===== config.mk =====
export PLATFORM = sky130hd
export DESIGN_NAME = ofdm_rx_cp_remove_flat
export DESIGN_NICKNAME = d
export VERILOG_FILES = /design/src/rtl/ofdm_rx_cp_remove_pkg.sv /design/src/rtl/ofdm_rx_cp_remove_if.sv /design/src/rtl/ofdm_rx_cp_remove_reg_slice.sv /design/src/rtl/ofdm_rx_cp_remove.sv /design/src/flat_wrapper.sv
export SDC_FILE = /design/constraint.sdc
export NUM_CORES = 1
export LEC_CHECK = 0
export CORE_MARGIN = 10
export CORE_UTILIZATION = 56
export CTS_CLUSTER_SIZE = 24
export DETAILED_ROUTE_END_ITERATION = 6
export PLACE_DENSITY = 0.87
export SLEW_MARGIN = 40
export SYNTH_ARGS = -nofsm -noshare
export SYNTH_HDL_FRONTEND = slang
export SYNTH_SLANG_ARGS = --single-unit

===== constraint.sdc =====
create_clock -name aclk -period 5.7 [get_ports aclk]
set_clock_uncertainty 0.1 [all_clocks]
set_input_delay 1.14 -clock aclk [delete_from_list [all_inputs] [get_ports aclk]]
set_output_delay 1.14 -clock aclk [all_outputs]
set_load 0.1 [all_outputs]

===== src/rtl/ofdm_rx_cp_remove_pkg.sv =====
// Shared types for the OFDM receive CP-removal block: FSM state encoding and
// the {Q,I} sample layout used by the ADC chain.
// Latency/backpressure: not applicable (declarations only).
package ofdm_rx_pkg;

  localparam int IQ_W  = 16;
  localparam int I_LSB = 0;
  localparam int Q_LSB = 16;

  // IDLE must stay at zero: status[19:17] reads back as 0 out of reset.
  typedef enum logic [2:0] {
    IDLE   = 3'd0,
    OFFSET = 3'd1,
    CP     = 3'd2,
    DATA   = 3'd3,
    DONE   = 3'd4
  } cp_state_t;

  // Build a packed {Q,I} sample from its two components.
  function automatic logic [2*IQ_W-1:0] iq_pack(input logic [IQ_W-1:0] i,
                                                input logic [IQ_W-1:0] q);
    logic [2*IQ_W-1:0] w;
    w = '0;
    w[I_LSB +: IQ_W] = i;
    w[Q_LSB +: IQ_W] = q;
    return w;
  endfunction

endpackage


===== src/rtl/ofdm_rx_cp_remove_if.sv =====
// AXI-stream style bundle (tdata/tvalid/tready/tlast/tuser) for sample streams.
// Latency: none, wires only.
// Backpressure: tready flows from slave to master; master holds tvalid/tdata until accepted.
interface ofdm_rx_cp_remove_if import ofdm_rx_pkg::*; #(
  parameter int DATA_W = 2*IQ_W
);
  logic [DATA_W-1:0] tdata;
  logic              tvalid;
  logic              tready;
  logic              tlast;
  logic              tuser;

  modport master (output tdata, output tvalid, output tlast, output tuser, input tready);
  modport slave  (input tdata, input tvalid, input tlast, input tuser, output tready);
endinterface


===== src/rtl/ofdm_rx_cp_remove_reg_slice.sv =====
// One-deep output register slice carrying data plus last/user sideband.
// Latency: 1 cycle from accepted input to out_vld.
// Backpressure: in_rdy = ~out_vld | out_rdy, so full throughput; contents held while stalled.
// Ports: aclk/aresetn; in_* upstream handshake; out_* downstream handshake.
module axis_reg_slice import ofdm_rx_pkg::*; #(
  parameter int DATA_W = 2*IQ_W
) (
  input  logic              aclk,
  input  logic              aresetn,
  input  logic [DATA_W-1:0] in_dat,
  input  logic              in_last,
  input  logic              in_user,
  input  logic              in_vld,
  output logic              in_rdy,
  output logic [DATA_W-1:0] out_dat,
  output logic              out_last,
  output logic              out_user,
  output logic              out_vld,
  input  logic              out_rdy
);

  assign in_rdy = ~out_vld | out_rdy;

  always_ff @(posedge aclk or negedge aresetn) begin
    if (!aresetn) begin
      out_vld  <= 1'b0;
      out_dat  <= '0;
      out_last <= 1'b0;
      out_user <= 1'b0;
    end else if (in_vld && in_rdy) begin
      out_vld  <= 1'b1;
      out_dat  <= in_dat;
      out_last <= in_last;
      out_user <= in_user;
    end else if (out_rdy) begin
      out_vld  <= 1'b0;
    end
  end

endmodule


===== src/rtl/ofdm_rx_cp_remove.sv =====
// OFDM RX cyclic-prefix removal: after start, drop timing_offset samples, then per symbol
//   drop cp_len samples and forward fft_len payload samples (tuser first, tlast last).
// Latency: 1 cycle (accepted payload beat appears on m_axis the next cycle).
// Backpressure: s_axis.tready=1 outside DATA (samples dropped); in DATA follows the output slice.
// Ports: aclk, aresetn (async active-low); start/stop pulses; timing_offset, cp_len, fft_len,
//   num_symbols (latched on start, 0 symbols = continuous); s_axis in, m_axis out; busy, done, status.
// Optional: define OFDM_RX_CP_STATUS_EN for the status word (symbol count, overflow flag, state);
//   otherwise status is tied to zero.
module ofdm_rx_cp_remove import ofdm_rx_pkg::*; #(
  parameter int DATA_W = 2*IQ_W,
  parameter int LEN_W  = 16,
  parameter int SYM_W  = 16
) (
  input  logic               aclk,
  input  logic               aresetn,
  input  logic               start,
  input  logic               stop,
  input  logic [LEN_W-1:0]   timing_offset,
  input  logic [LEN_W-1:0]   cp_len,
  input  logic [LEN_W-1:0]   fft_len,
  input  logic [SYM_W-1:0]   num_symbols,
  ofdm_rx_cp_remove_if.slave  s_axis,
  ofdm_rx_cp_remove_if.master m_axis,
  output logic               busy,
  output logic               done,
  output logic [31:0]        status
);

  localparam logic [LEN_W-1:0] LEN_ONE = LEN_W'(1);
  localparam logic [SYM_W-1:0] SYM_ONE = SYM_W'(1);

  cp_state_t          state;
  logic [LEN_W-1:0]   off_q, cp_q, fft_q, beat_cnt;
  logic [SYM_W-1:0]   nsym_q, sym_cnt, sym_next;
  logic               slice_rdy, beat, fwd_vld, pay_first, pay_last, start_ok;
  logic               unused_s_axis;

  // Input sideband is meaningless here; framing is regenerated from the counters.
  assign unused_s_axis = s_axis.tlast ^ s_axis.tuser;

  assign s_axis.tready = (state == DATA) ? slice_rdy : 1'b1;
  assign beat          = s_axis.tvalid & s_axis.tready;
  // A beat taken in the stop cycle is consumed but not forwarded.
  assign fwd_vld       = (state == DATA) & s_axis.tvalid & ~stop;
  assign pay_first     = (beat_cnt == '0);
  assign pay_last      = (beat_cnt == fft_q - LEN_ONE);
  assign sym_next      = sym_cnt + SYM_ONE;
  assign start_ok      = (state == IDLE) & start & ~stop;

  axis_reg_slice #(.DATA_W(DATA_W)) u_out_slice (
    .aclk     (aclk),
    .aresetn  (aresetn),
    .in_dat   (s_axis.tdata),
    .in_last  (pay_last),
    .in_user  (pay_first),
    .in_vld   (fwd_vld),
    .in_rdy   (slice_rdy),
    .out_dat  (m_axis.tdata),
    .out_last (m_axis.tlast),
    .out_user (m_axis.tuser),
    .out_vld  (m_axis.tvalid),
    .out_rdy  (m_axis.tready)
  );

  always_ff @(posedge aclk or negedge aresetn) begin
    if (!aresetn) begin
      state    <= IDLE;
      off_q    <= '0;
      cp_q     <= '0;
      fft_q    <= '0;
      nsym_q   <= '0;
      beat_cnt <= '0;
      sym_cnt  <= '0;
      busy     <= 1'b0;
      done     <= 1'b0;
    end else begin
      done <= 1'b0;
      if (stop) begin
        state    <= IDLE;
        busy     <= 1'b0;
        beat_cnt <= '0;
        sym_cnt  <= '0;
      end else begin
        case (state)
          IDLE: begin
            if (start) begin
              off_q    <= timing_offset;
              cp_q     <= cp_len;
              fft_q    <= fft_len;
              nsym_q   <= num_symbols;
              beat_cnt <= '0;
              sym_cnt  <= '0;
              busy     <= 1'b1;
              // Zero-length phases are skipped straight away.
              if (timing_offset != '0)  state <= OFFSET;
              else if (cp_len != '0)    state <= CP;
              else                      state <= DATA;
            end
          end
          OFFSET: begin
            if (beat) begin
              if (beat_cnt == off_q - LEN_ONE) begin
                beat_cnt <= '0;
                state    <= (cp_q != '0) ? CP : DATA;
              end else begin
                beat_cnt <= beat_cnt + LEN_ONE;
              end
            end
          end
          CP: begin
            if (beat) begin
              if (beat_cnt == cp_q - LEN_ONE) begin
                beat_cnt <= '0;
                state    <= DATA;
              end else begin
                beat_cnt <= beat_cnt + LEN_ONE;
              end
            end
          end
          DATA: begin
            if (beat) begin
              if (pay_last) begin
                beat_cnt <= '0;
                sym_cnt  <= sym_next;   // wraps naturally in continuous mode
                if ((nsym_q != '0) && (sym_next == nsym_q)) begin
                  state <= DONE;
                  done  <= 1'b1;
                end else begin
                  state <= (cp_q != '0) ? CP : DATA;
                end
              end else begin
                beat_cnt <= beat_cnt + LEN_ONE;
              end
            end
          end
          DONE: begin
            state <= IDLE;
            busy  <= 1'b0;
          end
          default: begin
            state <= IDLE;
            busy  <= 1'b0;
          end
        endcase
      end
    end
  end

`ifdef OFDM_RX_CP_STATUS_EN
  logic [15:0] sym_emitted;
  logic        ovf_flag;

  always_ff @(posedge aclk or negedge aresetn) begin
    if (!aresetn) begin
      sym_emitted <= '0;
      ovf_flag    <= 1'b0;
    end else if (start_ok) begin
      sym_emitted <= '0;
      ovf_flag    <= 1'b0;
    end else begin
      if (s_axis.tvalid && !s_axis.tready) ovf_flag <= 1'b1;
      if (fwd_vld && slice_rdy && pay_last && (sym_emitted != 16'hFFFF))
        sym_emitted <= sym_emitted + 16'd1;
    end
  end

  assign status = {12'h000, state, ovf_flag, sym_emitted};
`else
  logic unused_start_ok;
  assign unused_start_ok = start_ok;
  assign status = 32'h0;
`endif

endmodule


===== src/flat_wrapper.sv =====
// flat-port wrapper written by rule: the top's interface ports become plain ports
module ofdm_rx_cp_remove_flat import ofdm_rx_pkg::*;
#(
  parameter int DATA_W = 2*IQ_W,
  parameter int LEN_W  = 16,
  parameter int SYM_W  = 16
)
  (aclk, aresetn, start, stop, timing_offset, cp_len, fft_len, num_symbols, busy, done, status, s_axis_tdata, s_axis_tvalid, s_axis_tlast, s_axis_tuser, s_axis_tready, m_axis_tdata, m_axis_tvalid, m_axis_tlast, m_axis_tuser, m_axis_tready);
  ofdm_rx_cp_remove_if #(.DATA_W(DATA_W)) s_axis_i ();
  ofdm_rx_cp_remove_if #(.DATA_W(DATA_W)) m_axis_i ();
  input  logic aclk;
  input  logic aresetn;
  input  logic start;
  input  logic stop;
  input  logic [LEN_W-1:0] timing_offset;
  input  logic [LEN_W-1:0] cp_len;
  input  logic [LEN_W-1:0] fft_len;
  input  logic [SYM_W-1:0] num_symbols;
  output logic busy;
  output logic done;
  output logic [31:0] status;
  input wire logic [$bits(s_axis_i.tdata)-1:0] s_axis_tdata;
  input wire logic [$bits(s_axis_i.tvalid)-1:0] s_axis_tvalid;
  input wire logic [$bits(s_axis_i.tlast)-1:0] s_axis_tlast;
  input wire logic [$bits(s_axis_i.tuser)-1:0] s_axis_tuser;
  output wire logic [$bits(s_axis_i.tready)-1:0] s_axis_tready;
  output wire logic [$bits(m_axis_i.tdata)-1:0] m_axis_tdata;
  output wire logic [$bits(m_axis_i.tvalid)-1:0] m_axis_tvalid;
  output wire logic [$bits(m_axis_i.tlast)-1:0] m_axis_tlast;
  output wire logic [$bits(m_axis_i.tuser)-1:0] m_axis_tuser;
  input wire logic [$bits(m_axis_i.tready)-1:0] m_axis_tready;
  assign s_axis_i.tdata = s_axis_tdata;
  assign s_axis_i.tvalid = s_axis_tvalid;
  assign s_axis_i.tlast = s_axis_tlast;
  assign s_axis_i.tuser = s_axis_tuser;
  assign s_axis_tready = s_axis_i.tready;
  assign m_axis_tdata = m_axis_i.tdata;
  assign m_axis_tvalid = m_axis_i.tvalid;
  assign m_axis_tlast = m_axis_i.tlast;
  assign m_axis_tuser = m_axis_i.tuser;
  assign m_axis_i.tready = m_axis_tready;
  ofdm_rx_cp_remove #(.DATA_W(DATA_W), .LEN_W(LEN_W), .SYM_W(SYM_W)) u_core (.aclk(aclk), .aresetn(aresetn), .start(start), .stop(stop), .timing_offset(timing_offset), .cp_len(cp_len), .fft_len(fft_len), .num_symbols(num_symbols), .s_axis(s_axis_i), .m_axis(m_axis_i), .busy(busy), .done(done), .status(status));
endmodule

After elaboration in Yosys (flattened, before gate mapping)
Index checks and enable logic that the tools add are counted.

Register bits: 136. Bits of input ports: 104. Output and inout bits: 70. Word-level logic and storage cells: 93.

Add/sub/neg operators: 5. Equal/unequal tests: 15. Multiplexer cells: 37. Bitwise logic cells: 6. Reduce and logical (&&, ||, !) cells: 17.

Operators by type and width (count): two-way mux 16 bit (11); equality test 16 bit (4); one-hot mux 16 bit (4 select lines) (1); nonzero test 16 bit (4); subtractor 16 x 1 -> 16 bit, second input constant (3); adder 16 x 1 -> 16 bit, second input constant (2); one-hot mux 16 bit (2 select lines) (1); two-way mux 3 bit (10); zero test 16 bit (1); != test 3 x 2 -> 1 bit, second input constant (5); two-way mux 1 bit (12); one-hot mux 3 bit (4 select lines) (1); AND reduction 7 bit (1); equality test 3 x 2 -> 1 bit, second input constant (2); != test 3 bit, second input constant (2); AND reduction 5 bit (1); nonzero test 5 bit (1); AND reduction 4 bit (1); AND 1 bit (3); equality test 3 x 1 -> 1 bit, second input constant (1); zero test 3 bit (1); AND reduction 3 bit (1); nonzero test 3 bit (1); OR reduction 3 bit (1); 7 further kinds (9).

Longest topological paths before layout
Depth in word-level cells: 8. Depth in mapped cells: 15. Depth with buffers taken out: 11.

Hierarchy
Synthesis repeated with hierarchy kept, for this count alone.

Cell total of the unflattened synthesis: 913. Area, all modules: 8941.1 µm².

Modules (own cells, without submodules): ofdm_rx_cp_remove (times used 1, cells an instance 838, area each 7477.2 µm²); axis_reg_slice (times used 1, cells an instance 75, area each 1463.9 µm²).

Worst setup path after synthesis
No wires, ideal clock.

Path kind: input to register. Start point: input port m_axis_tready. End point: register u_core.u_out_slice.out_dat[10]. Arrival: 3.428 ns. Required time: 5.474 ns. Slack: 2.046 ns. Stages on the path: 7. Buffers on the path: 2. Cell sequence: nand2b_1 -> or3_1 -> and2_1 -> clkbuf_1 -> nand2_1 -> clkbuf_1 -> mux2_2.

Longest elaborated chain between the ends: 2.

Ends and longest elaborated chain: from (decl) (line flat_wrapper.sv:31) `input wire logic [$bits(m_axis_i.tready)-1:0] m_axis_tready;`; bitwise OR 1 bit (line ofdm_rx_cp_remove_reg_slice.sv:22) `assign in_rdy = ~out_vld | out_rdy;`; logical AND 1 bit (line ofdm_rx_cp_remove_reg_slice.sv:30) `end else if (in_vld && in_rdy) begin`; to (signal assigned) (line ofdm_rx_cp_remove_reg_slice.sv:32) `out_dat <= in_dat;`; to (decl) (line ofdm_rx_cp_remove_reg_slice.sv:15) `output logic [DATA_W-1:0] out_dat,`.

No other way between the ends. A chain may end at the register's enable or synchronous reset.

Worst setup path after layout
Start point: register u_core.fft_q[0]. End point: register u_core.beat_cnt[5].

Longest elaborated chain between the ends: 6.

Ends and longest elaborated chain: from (decl) (line ofdm_rx_cp_remove.sv:33) `logic [LEN_W-1:0] off_q, cp_q, fft_q, beat_cnt;`; from (signal assigned) (line ofdm_rx_cp_remove.sv:89) `fft_q <= fft_len;`; subtractor 16 x 1 -> 16 bit (line ofdm_rx_cp_remove.sv:46) `assign pay_last = (beat_cnt == fft_q - LEN_ONE);`; equality test 16 bit (line ofdm_rx_cp_remove.sv:46); two-way mux 16 bit (line ofdm_rx_cp_remove.sv:122) `if (pay_last) begin`; two-way mux 16 bit (line ofdm_rx_cp_remove.sv:121) `if (beat) begin`; one-hot mux 16 bit (4 select lines) (line ofdm_rx_cp_remove.sv:84) `case (state)`; two-way mux 16 bit (line ofdm_rx_cp_remove.sv:78) `if (stop) begin`; to (signal assigned) (line ofdm_rx_cp_remove.sv:106) `beat_cnt <= beat_cnt + LEN_ONE;`; to (signal assigned) (line ofdm_rx_cp_remove.sv:116) `beat_cnt <= beat_cnt + LEN_ONE;`; to (signal assigned) (line ofdm_rx_cp_remove.sv:132) `beat_cnt <= beat_cnt + LEN_ONE;`; to (decl) (line ofdm_rx_cp_remove.sv:33).

No other way between the ends. The select of a mux whose other input is x is not followed.

==> flow_metrics.env <==
export IMPL_cts_sinks=136
export IMPL_slew_headroom_pct=49.0
export IMPL_cp_depth=11
export IMPL_insertion_delay_ns=0.43
export IMPL_start_util_pct=57.1
export IMPL_timing_fmax_ghz=0.261
export IMPL_cts_tree="yes"
export IMPL_critical_path_max_stage_delay_ns=0.62
export IMPL_ys_seq_area_share_pct=41.0
export IMPL_die_h_um=142
export IMPL_cp_start_kind="register"
export IMPL_synth_fa_ha_area_share_pct=0.905
export IMPL_grt_pass1_wl_um=34700
export IMPL_cap_violations=0
export IMPL_layout_nets=1052
export IMPL_cts_setup_buffers=0
export IMPL_io_buffer_count=139
export IMPL_p_leak_nw=4.36
export IMPL_worst_slew_pin_transition_ns=0.765
export IMPL_min_path_cells=2
export IMPL_cp_top_family="compound AO/OA/AOI/OAI gates"
export IMPL_status="finished, final reports clean"
export IMPL_yosys_warnings=0
export IMPL_path_cells="inv_1 -> ha_1 -> nor4b_1 -> xnor2_1 -> a21oi_1 -> o41ai_1 -> and4_1 -> nand3b_1 -> a31oi_4 -> o21ai_0 -> a21o_1"
export IMPL_diodes=0
export IMPL_syn2layout_area_growth_pct=21.7
export IMPL_place_inst=1107
export IMPL_crit_fanout=29
export IMPL_rr_worst_depth=11
export IMPL_ctsHoldBuffers=0
export IMPL_cellInternalPower_mw=2.80
export IMPL_clkTransAtPathRegs_ns=0.06
export IMPL_synth_top_family_by_area="simple AND/OR/NAND/NOR gates"
export IMPL_final_cells=1139
export IMPL_ys_ff_latch=136
export IMPL_nFillCells=1112
export IMPL_p_sw_share_pct=45.3
export IMPL_worst_path_buf_inv=1
export IMPL_synth_area_leader_cell="dfrtp_1"
export IMPL_final_hold_violation_count=0
export IMPL_cts_htree_levels=4
export IMPL_clockPowerShare_pct=23.2
export IMPL_syn_area_per_cell_um2=9.95
export IMPL_tns_ns=0
export IMPL_arrival_ns=4.04
export IMPL_period_share_pct=67.2
export IMPL_muxShareOfSynthArea_pct=14.6
export IMPL_routedWlPerCell_um=19.3
export IMPL_cp_data_required_time_ns=5.91
export IMPL_dieArea_um2=20100
export IMPL_combPwrFrac_pct=43.0
export IMPL_grt_max_degree=103
export IMPL_p_seq_share_pct=33.8
export IMPL_grt_ovfl_total=0
export IMPL_cts_buffer_depth=2
export IMPL_synth_edff_count=0
export IMPL_synth_top_area_share_pct=41.0
export IMPL_rsz0062_at_grt="no"
export IMPL_firstDrtPassIters=7
export IMPL_synth_main_ff_cell="dfrtp_1"
export IMPL_first_global_vias=6900
export IMPL_min_path_type="reg -> reg"
export IMPL_routed_wl_um=21900
export IMPL_synthArstFlopShare_pct=100
export IMPL_multi_input_area_um2=4520
export IMPL_synth_xor_area_share_pct=8.55
export IMPL_via_per_inst=6.06
export IMPL_rows=44
export IMPL_chipWidth_um=142
export IMPL_vias=6900
export IMPL_syn_area_um2=8290
export IMPL_synth_compound_area_share_pct=9.58
export IMPL_seqCellArea_um2=3400
export IMPL_postRouteAntennaNets=0
export IMPL_slew_viol_final=0
export IMPL_antenna_found_initial=0
export IMPL_hpwl_um=15600
export IMPL_crit_type="reg -> reg"
export IMPL_p_sw_mw=2.32
export IMPL_routabilityCongestion=0.910
export IMPL_numCtsBuffers=17
export IMPL_worst_path_max_delay_cell="nor4b_1"
export IMPL_ios=174
export IMPL_end_kind="register"
export IMPL_cts_resized_gates=0
export IMPL_core_area_um2=14500
export IMPL_drtIter0Drc=535
export IMPL_drive_gt1_share_pct=20.1
export IMPL_synth_simple_area_share_pct=18.9
export IMPL_postSynthCellCount=834
export IMPL_route_detailed_drc=0
export IMPL_ys_types=62
export IMPL_final_min_clock_period_ns=3.83
export IMPL_setup_viol=0
export IMPL_root_buffer="clkbuf_16"
export IMPL_power_density_nw_per_um2=507
export IMPL_ir_worst_vdd_uv=476
export IMPL_gr_usage_all_layers_pct=21.1
export IMPL_ys_top_cells_by_count="dfrtp_1, mux2_2, xnor2_1"
export IMPL_yosysMostFrequentCell="dfrtp_1"
export IMPL_synth_area_leaders="dfrtp_1, mux2_2, xnor2_1"
## stage by stage
step	hold WS (ns)	worst slack, ns	utilization, %	power [mW]	instance area, µm²
6_report	0.372	1.87	69.5	5.12	10100
5_1_grt	0.408	1.53	69.5	5.37	10100
4_1_cts	0.378	1.92	69.3	5.12	10100
3_5_place_dp	0.362	1.92	65.0	3.90	9450
3_3_place_gp	0.358	1.38	66.2	3.91	9620
2_1_floorplan	0.380	2.05	-	3.44	8410
## cell type report
cell class / count / share of cell area, %
repair buffers: 145 / 12.4
inverters: 16 / 0.595
clock buffers: 17 / 4.21
multi-input cells: 626 / 44.7
flip-flops and latches: 136 / 33.7
well taps: 184 / 2.28
clock inverters: 15 / 2.02
## placed cells by master (no fill, tap or decap), drive strengths merged, types with 13 or more instances in the layout
master and instances:
conb 32, dfrtp 136, inv 25, nor3b 13
and3 14, mux2 99, a21oi 19, nand4 19
clkbuf 17, xnor2 55, nand3 32, buf 45
nand2 49, clkdlybuf4s50 100, nor2 32, nor3 31
xor2 26, o21ai 31, nor4 31
## power by group through the flow
stage / logic, mW / registers (mW) / clock network (mW)
6_report: 2.20 / 1.73 / 1.19
5_1_grt: 2.35 / 1.78 / 1.24
4_1_cts: 2.20 / 1.71 / 1.20
3_5_place_dp: 2.18 / 1.72 / 0
3_3_place_gp: 2.21 / 1.71 / 0
2_1_floorplan: 1.27 / 2.17 / 0
## metal layers
| metal | up-vias | global-route usage, % | part of all wire (%) |
|---|---|---|---|
| li1 | 3201 | - | - |
| met3 | 44 | 6.98 | 9.6 |
| met2 | 317 | 34.1 | 47 |
| met1 | 3338 | 25.7 | 41 |
| met5 | - | 0 | 0 |
| met4 | 0 | 7.96 | 2.5 |
## kinds of logic (layout without fill, tap and decap cells)
kind of cell | after synthesis | count (layout)
xor gates and xnor gates | 81 | 81
buffers and inverters | 103 | 193
and+or+nand+nor | 278 | 278
muxes | 109 | 109
AOI/OAI and AO/OA | 120 | 120
adders and majority gates | 6 | 6
other | 1 | 32
DFF | 136 | 136
## sequential cells by signal, indices dropped and copies added, names as in the netlist
register                     flops
u_core.u_out_slice.out_dat      32
u_core.beat_cnt                 16
u_core.cp_q                     16
u_core.fft_q                    16
u_core.nsym_q                   16
u_core.off_q                    16
u_core.sym_cnt                  16
u_core.state                     3
u_core.busy                      1
u_core.done                      1
u_core.u_out_slice.out_last      1
u_core.u_out_slice.out_user      1
u_core.u_out_slice.out_vld       1
## worst register-to-register path, cell delays in order (launching register included)
cell,delay [ns]
dfrtp_1,0.44
inv_1,0.08
ha_1,0.24
nor4b_1,0.62
xnor2_1,0.19
a21oi_1,0.08
o41ai_1,0.45
and4_1,0.34
nand3b_1,0.14
a31oi_4,0.61
o21ai_0,0.22
a21o_1,0.22
## worst paths after layout
| path | start | endpoint | slack [ns] |
|---|---|---|---|
| setup / recovery | u_core.fft_q[0] | u_core.beat_cnt[5] | 1.87 |
| hold / removal | u_core.u_out_slice.out_last | u_core.u_out_slice.out_last | 0.37 |
| setup reg to reg | u_core.fft_q[0] | u_core.beat_cnt[5] | 1.87 |
| hold reg to reg | u_core.u_out_slice.out_last | u_core.u_out_slice.out_last | 0.37 |
| max in group asynchronous | aresetn | u_core.nsym_q[7] | 3.87 |
| min in group asynchronous | aresetn | u_core.off_q[10] | 0.64 |
Note: power is estimated with default switching activity, not from simulation.
